--- src/rtl/vote_session.sv ---
// Three-judge majority vote session controller.
// Raw judge buttons are synchronized and debounced; accepted presses latch a vote
// during a bounded collection window, then a single-cycle verdict is produced.
// Optional feature: define VOTE_STATS_EN to keep saturating pass/fail session tallies.
module vote_session #(
    parameter int unsigned DB_CYCLES  = 4,
    parameter int unsigned WIN_CYCLES = 1000
) (
    input  logic       CLK,
    input  logic       RST,
    input  logic       START,
    input  logic       A,
    input  logic       B,
    input  logic       C,
    output logic       Y,
    output logic       VALID,
    output logic       BUSY,
    output logic [7:0] PASS_CNT,
    output logic [7:0] FAIL_CNT
);

    localparam logic [1:0] IDLE    = 2'd0;
    localparam logic [1:0] COLLECT = 2'd1;
    localparam logic [1:0] DECIDE  = 2'd2;
    localparam logic [1:0] HOLD    = 2'd3;

    // Count value at which the current cycle is the DB_CYCLES-th consecutive high cycle
    localparam logic [3:0] DB_LAST  = 4'(DB_CYCLES - 1);
    localparam logic [9:0] WIN_LAST = 10'(WIN_CYCLES - 1);

    logic [1:0]      state_q, state_d;
    logic [2:0]      sync1_q, sync2_q;
    logic [2:0][3:0] db_cnt_q, db_cnt_d;
    logic [2:0]      accept;
    logic [2:0]      latch_q, latch_d;
    logic [9:0]      win_q, win_d;
    logic            y_q, y_d;

    // Two-flop synchronizer for the asynchronous judge buttons
    always_ff @(posedge CLK) begin
        if (RST) begin
            sync1_q <= '0;
            sync2_q <= '0;
        end else begin
            sync1_q <= {C, B, A};
            sync2_q <= sync1_q;
        end
    end

    // Debounce: counters only run in COLLECT, so a held press restarts at session entry
    always_comb begin
        accept   = '0;
        db_cnt_d = '0;
        for (int i = 0; i < 3; i++) begin
            if (state_q == COLLECT && sync2_q[i]) begin
                if (db_cnt_q[i] >= DB_LAST) begin
                    accept[i]   = 1'b1;
                    db_cnt_d[i] = db_cnt_q[i];
                end else begin
                    db_cnt_d[i] = db_cnt_q[i] + 4'd1;
                end
            end
        end
    end

    // Session FSM, vote latches, window counter and verdict next-state
    always_comb begin
        state_d = state_q;
        latch_d = latch_q;
        win_d   = win_q;
        y_d     = y_q;
        case (state_q)
            IDLE, HOLD: begin
                if (START) begin
                    state_d = COLLECT;
                    latch_d = '0;
                    win_d   = '0;
                    y_d     = 1'b0;
                end
            end
            COLLECT: begin
                latch_d = latch_q | accept;
                // Full vote set and window end on the same cycle still give one DECIDE
                if ((&latch_d) || (win_q == WIN_LAST)) begin
                    state_d = DECIDE;
                    y_d     = (latch_d[0] & latch_d[1]) | (latch_d[1] & latch_d[2]) |
                              (latch_d[0] & latch_d[2]);
                end else begin
                    win_d = win_q + 10'd1;
                end
            end
            DECIDE:  state_d = HOLD;
            default: state_d = IDLE;
        endcase
    end

    // State registers with synchronous reset
    always_ff @(posedge CLK) begin
        if (RST) begin
            state_q  <= IDLE;
            db_cnt_q <= '0;
            latch_q  <= '0;
            win_q    <= '0;
            y_q      <= 1'b0;
        end else begin
            state_q  <= state_d;
            db_cnt_q <= db_cnt_d;
            latch_q  <= latch_d;
            win_q    <= win_d;
            y_q      <= y_d;
        end
    end

    assign Y     = y_q;
    assign VALID = (state_q == DECIDE);
    assign BUSY  = (state_q == COLLECT);

`ifdef VOTE_STATS_EN
    logic [7:0] pass_q, fail_q;

    // Saturating tallies, updated once per verdict
    always_ff @(posedge CLK) begin
        if (RST) begin
            pass_q <= '0;
            fail_q <= '0;
        end else if (state_q == DECIDE) begin
            if (y_q) begin
                if (pass_q != 8'hFF) pass_q <= pass_q + 8'd1;
            end else begin
                if (fail_q != 8'hFF) fail_q <= fail_q + 8'd1;
            end
        end
    end

    assign PASS_CNT = pass_q;
    assign FAIL_CNT = fail_q;
`else
    assign PASS_CNT = 8'd0;
    assign FAIL_CNT = 8'd0;
`endif

endmodule

--- config.mk ---
export PLATFORM = sky130hd
export DESIGN_NAME = vote_session
export DESIGN_NICKNAME = d
export VERILOG_FILES = /design/src/rtl/vote_session.sv
export SDC_FILE = /design/constraint.sdc
export NUM_CORES = 1
export LEC_CHECK = 0
export ABC_AREA = 0
export CAP_MARGIN = 20
export CORE_MARGIN = 3
export CORE_UTILIZATION = 46
export DETAILED_ROUTE_END_ITERATION = 10
export PLACE_DENSITY = 0.79
export SYNTH_ARGS = -nofsm -noshare
export SYNTH_HDL_FRONTEND = slang
export SYNTH_SLANG_ARGS = --single-unit
export TNS_END_PERCENT = 5
--- constraint.sdc ---
create_clock -name CLK -period 4.55 [get_ports CLK]
set_clock_uncertainty 0.15 [all_clocks]
set_input_delay 1.365 -clock CLK [delete_from_list [all_inputs] [get_ports CLK]]
set_output_delay 1.365 -clock CLK [all_outputs]
set_load 0.02 [all_outputs]
Word level (Yosys, flattened, before mapping):

Index checks and enable logic that the tools add are counted.

* $add $sub $neg: 4
* order comparisons: 3
* bitwise operators: 9
* reductions and logical operators: 15
* equal/unequal tests: 7
* multiplexer cells: 17

Operators with widths (number)
* $mux W10: 2
* $pmux W10 S2: 1
* $add A4 B1 Y4 const B: 3
* $ge A4 B2 Y1 const B: 3
* $add A10 B1 Y10 const B: 1
* $eq A10 B10 Y1 const B: 1
* $reduce_and A3 Y1: 3
* $mux W1: 8
* $reduce_or A2 Y1: 4
* $pmux W2 S3: 1
* $pmux W3 S2: 1
* $eq A2 B2 Y1 const B: 2
* $mux W2: 2
* $ne A2 B2 Y1 const B: 2
* $reduce_and A2 Y1: 2
* $and A1 B1 Y1: 3
* $logic_and A1 B1 Y1: 3
* $mux W3: 1
* $not A1 Y1: 3
* $or A3 B3 Y3: 1
* $eq A2 B1 Y1 const B: 1
* $logic_not A2 Y1: 1
* $ne A2 B1 Y1 const B: 1
* $or A1 B1 Y1: 2
* 3 further kinds: 3

* register bits: 34
* word-level logic and storage cells: 64
* bits of input ports: 6
* output and inout bits: 19

Depth between registers and ports, before layout:

* depth in word-level cells: 9
* mapped depth: 9

Worst setup path before layout:

No wires, ideal clock.

* path type: input to register
* start point: in START
* end point: reg win_q[6]
* data required time: 4.329 ns
* stages: 6
* data arrival time: 2.481 ns
* setup slack: 1.848 ns
* cells stage by stage: nand2_1 -> o21a_1 -> a311o_2 -> buf_6 -> or3_1 -> a21oi_1

* word-level cells in the longest chain between the ends: 2

RTL lines
* start: declaration: RTL line 11 `input logic START,`
* $ne A2 B2 Y1 (no source line)
* $reduce_and A3 Y1 (no source line)
* end signal: assignment: RTL line 109 `win_q <= win_d;`
* end: declaration: RTL line 36 `logic [9:0] win_q, win_d;`

Every way passes these cells.
A chain may end at the register's enable or synchronous reset.

Final worst setup path:

* start point: reg state_q[1]
* end point: out BUSY

* word-level cells in the longest chain between the ends: 1

RTL lines
* start: declaration: RTL line 31 `logic [1:0] state_q, state_d;`
* start signal: assignment: RTL line 106 `state_q <= state_d;`
* $eq A2 B1 Y1: RTL line 116 `assign BUSY = (state_q == COLLECT);`
* end: declaration: RTL line 17 `output logic BUSY,`

Every way passes these cells.

==> metrics.yaml <==
final_antenna_net_count: 0
p_sw_uw: 200
grt_pass1_vias: 1175
finalHoldViolCount: 0
cp_max_fo: 12
cp.arrival_ns: 1.82
antenna_found_initial: 0
clockBufferDepth: 2
worstSetupEndpointType: "primary output"
yosys_most_used_dff: "dfxtp_1"
slew_violations: 0
dieArea_sq_um: 4170
worstSetupPathType: "flip-flop to primary output"
io_pins: 25
drt-total-wl_mm: 2.75
status: "finished, final reports clean"
clk_latency_ns: 0.33
hpwl_mm: 2.06
vias: 1211
hold_buffers: 0
pwr-share-comb_pct: 24.5
portBuffers: 8
grt_setup_unrepaired: "false"
synth_cell_types: 39
grt_pass1_wl_mm: 4.80
synth_warnings: 0
final_cell_count_no_fill: 228
die_h_um: 64.6
cp.required_ns: 3.03
cap_violations: 0
cts_tree: "done"
path_clk_slew_ns: 0.10
syn_area_sq_um: 1580
grt_usage_pct: 14.8
drive_above_1_share_pct: 9.24
intPower_uw: 416
hold_class: "flip-flop to flip-flop"
synth_edf_count: 0
coreArea_sq_um: 3150
synth.avg_cell_area_sq_um: 9.08
nets: 196
setup_viol: 0
fmax_mhz: 300
tightest_slew_ns: 0.857
initial_core_util_pct: 50.1
drtPass1Iterations: 4
power.density_nw_per_um2: 367
synth_seq_cells: 34
avgViaCountPerCell: 5.31
cts-root-buf: "clkbuf_4"
synth_cells: 174
gr-total-overflow: 0
route.detailed.drc: 0
chipWidth_um: 64.6
synthArstFlopShare_pct: 0
ir_drop_v: 0.000187
numCtsBuffers: 5
p_leak_nw: 0.651
cts_sinks: 34
period_needed_ns: 3.33
h-tree-depth: 2
start_kind: "flip-flop"
ys_seq_area_share_pct: 43.1
grt_max_degree: 21
wl_per_cell_um: 12.1
drt_iter0_markers: 54
gp_congestion: 0.806
p_seq_share_pct: 51.7
fp-row-count: 20
num_antenna_cells: 0
period_share_pct: 73.2
pwr-share-clk_pct: 23.8
area_growth_syn_to_layout_pct: 6.25
post_cts_buffers: 0
max-slew-margin-rel_pct: 42.8
tns_ns: 0
dpl.cell_count: 221
switching_share_pct: 32.4
cts.repair.resized: 0
-- cell usage in the layout (no fill, tap or decap), drive strengths merged, types with 5 or more instances in the layout --
cell type	Yosys	routed
a21oi	13	13
and2	5	5
clkbuf	3	5
clkdlybuf4s50	0	8
conb	1	16
dfxtp	34	34
ha	6	6
inv	5	5
nand2	9	9
nor2	13	13
nor2b	8	8
nor3	8	8
o21ai	7	7
-- cells in the mapped netlist, types with 4 or more instances --
cell type	instances	share of area, %
nor2_1	13	3.1
xnor2_1	4	2.2
and2_1	4	1.6
nand2_1	9	2.1
a21oi_1	13	4.1
buf_4	16	7.6
or2_2	4	1.6
o21ai_0	7	2.2
dfxtp_1	34	43
ha_1	6	4.8
nor2b_1	8	3.2
nor3_1	8	2.5
inv_1	5	1.2
-- state kept, by name (all words and copies together) (netlist names) --
| register | count |
|---|---|
| db_cnt_q | 12 |
| win_q | 10 |
| latch_q | 3 |
| sync1_q | 3 |
| sync2_q | 3 |
| state_q | 2 |
| Y | 1 |
-- routing by layer --
layer  share of wire [%]  up-vias  track usage (%)  wire length [um]
li1                    -      601                -                 -
met1                  44      570             15.9              1200
met2                  49       35             26.0              1350
met3                 6.0        5             5.20               165
met4                 1.5        0             6.60                42
met5                   0        -                0                 0
-- critical path: stages (launching register included) --
cell and delay (ns):
dfxtp_1 0.34, inv_1 0.05, ha_1 0.41, clkdlybuf4s50_1 0.69
-- cell families after synthesis --
| family | count (synthesis) | synth area share [%] |
|---|---|---|
| AND/OR/NAND/NOR | 64 | 21.9 |
| AO/OA/AOI/OAI | 36 | 15.4 |
| flip-flops | 34 | 43.1 |
| buffers and inverters | 26 | 10.5 |
| adder cells (fa/ha/maj) | 6 | 4.75 |
| XOR/XNOR | 4 | 2.22 |
| multiplexers | 3 | 1.90 |
| other | 1 | 0.237 |
-- power groups by stage --
stage               clock (mW)  sequential, mW  combinational [mW]
finish                   0.147           0.318               0.151
global route             0.164           0.321               0.169
CTS                      0.151           0.319               0.150
detailed placement           0           0.326               0.149
global placement             0           0.325               0.143
floorplan                    0           0.323               0.135
-- worst paths after layout --
path | startpoint | cells past startpoint | to | slack [ns]
max | state_q[1]$_SDFFE_PP0P_ | 3 | BUSY | 1.22
min | sync1_q[0]$_SDFF_PP0_ | 1 | sync2_q[0]$_SDFF_PP0_ | 0.30
max reg2reg | state_q[1]$_SDFFE_PP0P_ | 7 | win_q[8]$_SDFFE_PP0P_ | 1.97
min reg2reg | sync1_q[0]$_SDFF_PP0_ | 1 | sync2_q[0]$_SDFF_PP0_ | 0.30
-- metrics by stage --
stage	total power [mW]	setup slack, ns	util (%)	hold slack, ns	area, sq um
floorplan	0.458	1.85	-	0.264	1640
global placement	0.468	1.21	51.7	0.266	1630
detailed placement	0.475	1.14	51.7	0.274	1630
CTS	0.619	1.21	53.3	0.300	1680
global route	0.653	1.09	53.3	0.314	1680
finish	0.616	1.22	53.3	0.295	1680
-- area by class of cell --
cell class                      count  area, sq um
Fill cell                         294         1470
Multi-Input combinational cell    129          790
Sequential cell                    34          681
Timing Repair Buffer                9         87.6
Tap cell                           44         55.1
Clock buffer                        5         37.5
Inverter                            5         18.8
Clock inverter                      2         10.0
Note: power is estimated with default switching activity, not from simulation.
